==> config.mk <==
export PLATFORM = sky130hd
export DESIGN_NAME = if_fetch_unit
export DESIGN_NICKNAME = d
export VERILOG_FILES = /design/src/rtl/if_fetch_unit.sv
export SDC_FILE = /design/constraint.sdc
export NUM_CORES = 1
export LEC_CHECK = 0
export ABC_AREA = 1
export CAP_MARGIN = 10
export CORE_UTILIZATION = 30
export DETAILED_ROUTE_END_ITERATION = 16
export PLACE_DENSITY = 0.58
export SKIP_LAST_GASP = 1
export SLEW_MARGIN = 20
export SYNTH_ARGS = -nofsm -noshare
export SYNTH_HDL_FRONTEND = slang
export SYNTH_SLANG_ARGS = --single-unit
export TNS_END_PERCENT = 30
==> constraint.sdc <==
create_clock -name sys_clk -period 4.7 [get_ports sys_clk]
set_input_delay 0.47 -clock sys_clk [delete_from_list [all_inputs] [get_ports sys_clk]]
set_output_delay 0.47 -clock sys_clk [all_outputs]
set_load 0.02 [all_outputs]
==> src/rtl/if_fetch_unit.sv <==
// Instruction fetch stage for the RV32 core.
// Owns the PC and keeps at most one request outstanding on the instruction bus.
// Delivers registered {valid, pc, instruction} to the IF/ID register.
// A one-entry skid buffer absorbs an ack that lands while the pipeline is held.
// A jump redirect overrides hold, ack and skid state.
module if_fetch_unit #(
  parameter int                   DataWidth = 32,
  parameter logic [DataWidth-1:0] ResetPC   = '0,
  parameter logic [DataWidth-1:0] NopInst   = DataWidth'(32'h0000_0013)
) (
  input  logic                 sys_clk,
  input  logic                 sys_arstn,
  input  logic                 flag_hold,
  input  logic                 jump_en,
  input  logic [DataWidth-1:0] jump_addr,
  output logic                 ibus_req,
  output logic [DataWidth-1:0] ibus_addr,
  input  logic                 ibus_ack,
  input  logic [DataWidth-1:0] ibus_rdata,
  output logic                 inst_valid,
  output logic [DataWidth-1:0] inst_pc,
  output logic [DataWidth-1:0] inst_data
);

  typedef enum logic [1:0] {
    IDLE  = 2'd0,
    FETCH = 2'd1,
    DRAIN = 2'd2,
    STALL = 2'd3
  } state_t;

  localparam logic [DataWidth-1:0] PcStep    = DataWidth'(4);
  localparam logic [DataWidth-1:0] AlignMask = ~DataWidth'(3);

  state_t               state;
  logic [DataWidth-1:0] req_addr;
  logic [DataWidth-1:0] pending_pc;
  logic                 skid_valid;
  logic [DataWidth-1:0] skid_pc;
  logic [DataWidth-1:0] skid_data;
  logic [DataWidth-1:0] jump_target;

  // Redirect targets are always word aligned.
  assign jump_target = jump_addr & AlignMask;

  // In DRAIN req_addr is left untouched, so the bus keeps seeing the stale address.
  assign ibus_addr = req_addr;

  // Fetch controller: state, PC, skid buffer and the registered output stage.
  always_ff @(posedge sys_clk) begin
    if (!sys_arstn) begin
      state      <= IDLE;
      ibus_req   <= 1'b0;
      req_addr   <= ResetPC;
      pending_pc <= ResetPC;
      skid_valid <= 1'b0;
      skid_pc    <= '0;
      skid_data  <= NopInst;
      inst_valid <= 1'b0;
      inst_pc    <= '0;
      inst_data  <= NopInst;
    end else if (jump_en && (state != IDLE)) begin
      // A redirect squashes the output and the skid contents even under hold.
      inst_valid <= 1'b0;
      inst_pc    <= '0;
      inst_data  <= NopInst;
      skid_valid <= 1'b0;
      ibus_req   <= 1'b1;
      if (((state == FETCH) || (state == DRAIN)) && !ibus_ack) begin
        // The old request must finish first, so the target waits in pending_pc.
        pending_pc <= jump_target;
        state      <= DRAIN;
      end else begin
        // Nothing left outstanding: any word acked in this cycle is dropped.
        req_addr <= jump_target;
        state    <= FETCH;
      end
    end else begin
      case (state)
        IDLE: begin
          ibus_req <= 1'b1;
          state    <= FETCH;
        end
        FETCH: begin
          if (ibus_ack) begin
            req_addr <= req_addr + PcStep;
            if (!flag_hold) begin
              inst_valid <= 1'b1;
              inst_pc    <= req_addr;
              inst_data  <= ibus_rdata;
            end else begin
              skid_valid <= 1'b1;
              skid_pc    <= req_addr;
              skid_data  <= ibus_rdata;
              ibus_req   <= 1'b0;
              state      <= STALL;
            end
          end
        end
        STALL: begin
          // No request is issued here, so an ack in this state is spurious.
          if (!flag_hold) begin
            inst_valid <= skid_valid;
            inst_pc    <= skid_pc;
            inst_data  <= skid_data;
            skid_valid <= 1'b0;
            ibus_req   <= 1'b1;
            state      <= FETCH;
          end
        end
        DRAIN: begin
          if (ibus_ack) begin
            req_addr <= pending_pc;
            state    <= FETCH;
          end
        end
        default: begin
          ibus_req <= 1'b0;
          state    <= IDLE;
        end
      endcase
    end
  end

endmodule

After elaboration in Yosys (flattened, before gate mapping)
Cells that the tools add are included.
W data, S select, Z words.
{"block": "totals", "register_bits": 195, "inputBits": 69, "out_inout_bits": 98, "word_cells": 74}
{"block": "op_classes", "add_sub_neg": 1, "n_eq_ne": 12, "muxes": 32, "n_bitwise": 2, "n_reduce_logical": 17}
{"cell": "$mux W32", "n": 10}
{"cell": "$pmux W32 S2", "n": 3}
{"cell": "$add A32 B3 Y32 const B", "n": 1}
{"cell": "$reduce_and A4 Y1", "n": 6}
{"cell": "$mux W2", "n": 6}
{"cell": "$ne A3 B3 Y1 const B", "n": 4}
{"cell": "$ne A2 B2 Y1 const B", "n": 5}
{"cell": "$mux W1", "n": 9}
{"cell": "$pmux W2 S4", "n": 1}
{"cell": "$eq A2 B2 Y1 const B", "n": 2}
{"cell": "$pmux W1 S2", "n": 2}
{"cell": "$reduce_bool A2 Y1", "n": 2}
{"cell": "$reduce_bool A4 Y1", "n": 1}
{"cell": "$pmux W1 S3", "n": 1}
{"cell": "$reduce_bool A3 Y1", "n": 1}
{"cell": "$eq A2 B1 Y1 const B", "n": 1}
{"cell": "$logic_and A1 B1 Y1", "n": 2}
{"cell": "$logic_not A2 Y1", "n": 1}
{"cell": "$not A1 Y1", "n": 2}
{"cell": "$reduce_and A2 Y1", "n": 1}
{"cell": "$reduce_or A2 Y1", "n": 1}
{"cell": "$logic_not A1 Y1", "n": 1}
{"cell": "$logic_or A1 B1 Y1", "n": 1}

Longest topological paths before layout
{"block": "depth", "depth_word": 5, "mapped_depth": 11, "ltp_nobuf": 11}

Least setup slack after synthesis
Ideal clock, no wire load.
{"block": "synth_path", "path_kind": "register to register", "from": "register state[0]", "to": "register req_addr[2] (netlist: ibus_addr[2])", "setup_time_ns": 0.119, "t_arrival_ns": 1.588, "required_ns": 4.581, "setup_slack_ns": 2.992, "stages_incl_launch_ff": 11, "path_buffers": 2, "cell_sequence": "dfxtp_1 inv_1 ha_1 nor2_4 inv_2 o211ai_2 nand3_1 buf_4 buf_4 o21ai_0 a21oi_1"}
{"block": "synth_via", "elab_chain_len": 5}
{"item": "from (decl)", "line": "35", "source": "state_t state;"}
{"item": "from (signal assigned)", "line": "52", "source": "state <= IDLE;"}
{"item": "from (signal assigned)", "line": "72", "source": "state <= DRAIN;"}
{"item": "from (signal assigned)", "line": "76", "source": "state <= FETCH;"}
{"item": "$eq A2 B1 Y1 or $eq A2 B2 Y1 (tied branches)", "line": "69, 79"}
{"item": "$logic_or A1 B1 Y1", "line": "69", "source": "if (((state == FETCH) || (state == DRAIN)) && !ibus_ack) begin"}
{"item": "$logic_and A1 B1 Y1", "line": "69"}
{"item": "$ne A2 B2 Y1 (no source line)"}
{"item": "$reduce_and A4 Y1 (no source line)"}
{"item": "to (signal assigned)", "line": "75", "source": "req_addr <= jump_target;"}
{"item": "to (signal assigned)", "line": "86", "source": "req_addr <= req_addr + PcStep;"}
{"item": "to (signal assigned)", "line": "113", "source": "req_addr <= pending_pc;"}
{"item": "to (decl)", "line": "36", "source": "logic [DataWidth-1:0] req_addr;"}
Several ways; a longest one is shown, not always the timed one.
A chain may end at the register's enable or synchronous reset.

Worst setup path after layout
{"block": "layout_path", "from": "register state[1]", "to": "register req_addr[6] (netlist: ibus_addr[6])"}
Same word-level chain as after synthesis.

==> results.ini <==
[clocking]
tritoncts.num_buffers=17
cts_setup_buffers=0
insertion_delay_of_the_later_clocked_pin_in_the_worst_skew_pair_ns=0.43
cts-root-buf=clkbuf_16
clk_pin_slew_worst_paths_ns=0.07
cts_hold_buffers=0
cts_tree=built
cts_htree_levels=4
bufs_on_longest_clock_path=2
clock_sink_count=189
number_of_resized_instances_in_the_post_cts_repair_step=0

[sta]
finalMaxSlewViolations=0
worst_pin_slew_ns=0.9226
fin_crit_sh_pct=59.80
finalHoldViolCount=0
final_period_minus_worst_setup_slack_ns=2.811
fin_setup_tns_ns=0
grt_setup_unrepaired=no
setup_viol_count_final=0
maxClockFrequency_mhz=355.8
finClkSkew_ns=0.01230
slew_headroom_pct=38.35
final_critical_path_setup_slack_ns=1.889

[detailed_routing]
finalWirelength_um=26200
detail_route.drc_violations=0
detailedRoute.firstPassIterationCount=5
via_per_instance_ratio=4.828
drtIter0Drc=613
route.antenna.remaining_nets=0
wl_per_cell_um=15.25
detailroute.via_count=8295

[critical_path]
critical_path.startpoint_type=register
timing_worst_setup_path_type=register to register
worstPathArrival_ns=3.17
crit_path_max_incr_delay_ns=0.61
cp_common_cell=a21oi_1
cp_num_buf_inv=3
critical_path.endpoint_type=register
critPathTopFamily=simple AND/OR/NAND/NOR gates
cp_cell_sequence=inv_1 > ha_1 > nor2_4 > inv_2 > o211ai_2 > nand3_2 > buf_4 > a21oi_1 > o21ai_1 > a21oi_1
worst-endpoint-required_ns=5.06
critical_path.slowest_cell=nand3_2
worst-path-max-fanout=35

[power_and_ir_drop]
ir_worst_vdd_uv=245.5
total_leakage_power_nw=3.979
total_design_power_w=0.004928
power_per_cell_area_nw_per_um2=451.0

[synth]
ys_types=33
synth.yosys.seq_area_share_pct=44.11
synth_seq_cells=189
syn_area_per_cell_um2=7.037
mapped_area_um2=8578
synthesis.yosys.warnings=0
synthCells=1219

[outcome]
status=finished, final reports clean

[floorplan]
design.core.area_um2=27930
chipWidth_um=171.1
die-area_um2=29270
floorplan.rows=61
die_height_um=171.1
start_util_pct=30.71
boundaryPins=167

[global_routing]
largest_net_degree_at_the_start_of_global_routing=74
global_route_wire_length_before_repair_um=41550
gr_overflow_total=0
antenna_found_initial=0
grt_pass1_vias=7696
grt_usage_pct=18.12

[final_layout]
drive_gt1_share_pct=6.119
area_delta_synth_final_pct=27.38
fillCellCount=2949
antenna_cells=0
finish.cell_count_without_fillers=1718
finalNetCount=1402
stdcell_area_um2=10930

[placed_design]
placed_cell_area_um2=10380
dp_slack_ns=1.665
dp_cells=1687
hpwl_um=17140
portBuffers=160
globalplace.congestion=0.8409

[worst_hold_path]
holdCritPathClass=register to register

[run]
maxCapViolCount=0

## worst paths after layout
path | cells after the start | start | slack, ns | end
max reg2reg | 10 | state[1]$_SDFFE_PN0P_ | 1.89 | ibus_addr[6]$_SDFFE_PN0P_
max | 10 | state[1]$_SDFFE_PN0P_ | 1.89 | ibus_addr[6]$_SDFFE_PN0P_
min | 2 | pending_pc[11]$_SDFFE_PN0P_ | 0.46 | pending_pc[11]$_SDFFE_PN0P_
min reg2reg | 2 | pending_pc[11]$_SDFFE_PN0P_ | 0.46 | pending_pc[11]$_SDFFE_PN0P_
## cells in the mapped netlist
| master | number | area, um^2 |
|---|---|---|
| nand2_1 | 367 | 1378 |
| and2_1 | 1 | 6.260 |
| o21ai_1 | 9 | 45.04 |
| o211ai_2 | 1 | 12.51 |
| a31oi_1 | 59 | 369.1 |
| a211oi_1 | 6 | 45.04 |
| xnor2_1 | 4 | 35.03 |
| nor2_1 | 46 | 172.7 |
| nor3_1 | 2 | 10.01 |
| clkbuf_1 | 46 | 172.7 |
| a21oi_2 | 4 | 35.03 |
| buf_2 | 26 | 130.1 |
| o211ai_1 | 7 | 52.55 |
| o22ai_1 | 2 | 12.51 |
| o21ai_4 | 1 | 16.27 |
| dfxtp_1 | 189 | 3784 |
| nor2_4 | 5 | 56.30 |
| xor2_1 | 2 | 17.52 |
| nand2_2 | 7 | 43.79 |
| inv_1 | 71 | 266.5 |
| conb_1 | 1 | 3.750 |
| clkinv_1 | 1 | 3.750 |
| nand3_4 | 1 | 17.52 |
| nand4_1 | 2 | 12.51 |
| buf_4 | 14 | 105.1 |
| nand3_1 | 40 | 200.2 |
| a21oi_1 | 161 | 805.8 |
| or2_2 | 2 | 12.51 |
| inv_2 | 7 | 26.28 |
| nand2_4 | 1 | 11.26 |
| ha_1 | 5 | 62.56 |
| nor2_2 | 9 | 56.30 |
| o21ai_0 | 120 | 600.6 |
## flip-flops by register name (all words and copies together) (netlist names)
name,cells
ibus_addr,30
ibus_req,1
inst_data,32
inst_pc,30
inst_valid,1
pending_pc,30
skid_data,32
skid_pc,30
skid_valid,1
state,2
## final cells by class
| class | instances | area, um^2 | share of cell area, % |
|---|---|---|---|
| well taps | 378 | 473.0 | 4.328 |
| flip-flops and latches | 189 | 3784 | 34.63 |
| clock buffers | 21 | 450.4 | 4.122 |
| clock inverters | 10 | 93.84 | 0.8588 |
| repair buffers | 173 | 1712 | 15.66 |
| inverters | 79 | 297.8 | 2.725 |
| multi-input cells | 868 | 4116 | 37.67 |
## stage by stage
step	utilization (%)	hold WS, ns
6_report	39.12	0.4619
4_1_cts	39.12	0.4614
5_1_grt	39.12	0.4779
3_3_place_gp	37.17	0.4443
3_5_place_dp	37.17	0.4523
2_1_floorplan	-	0.4245
## routing by layer
layer  vias up  share of wire [%]  wire, um  track usage (%)
met5         -                  0         0                0
met4         0                1.5       386            5.241
met2       235                 45     11750            29.16
met1      3785                 48     12590            24.44
met3        26                5.6      1471            3.516
li1       4249                  -         -                -
## worst register-to-register path, delay by kind of cell, from the launching register on
kind,cells,cell delay (ns)
flip-flops,1,0.43
AND/OR/NAND/NOR,2,0.85
AO/OA/AOI/OAI,4,0.50
adder cells (fa/ha/maj),1,0.22
buffers and inverters,3,0.75
## layout by cell type (no fill, tap or decap), types with 17 or more instances in the layout
master and instances:
inv_1 71, a31oi_1 59, clkdlybuf4s50_1 160, nor2_1 45
nand2_1 367, o21ai_0 120, dfxtp_1 189, nand3_1 39
a21oi_1 161, clkbuf_16 17
## logic make-up after synthesis
group,synth area share [%]
simple gates,23.05
compound gates,23.25
flops,44.11
buf+inv,8.212
xor+xnor,0.6126
fa+ha+maj,0.7293
other cells,0.04372
## power by group
group	internal [W]	switching [W]	total [W]
logic	0.000582	0.000932	0.00151
clock network	0.000742	0.000630	0.00137
registers	0.00180	0.000241	0.00204
Power figures use the tool's default switching activity.
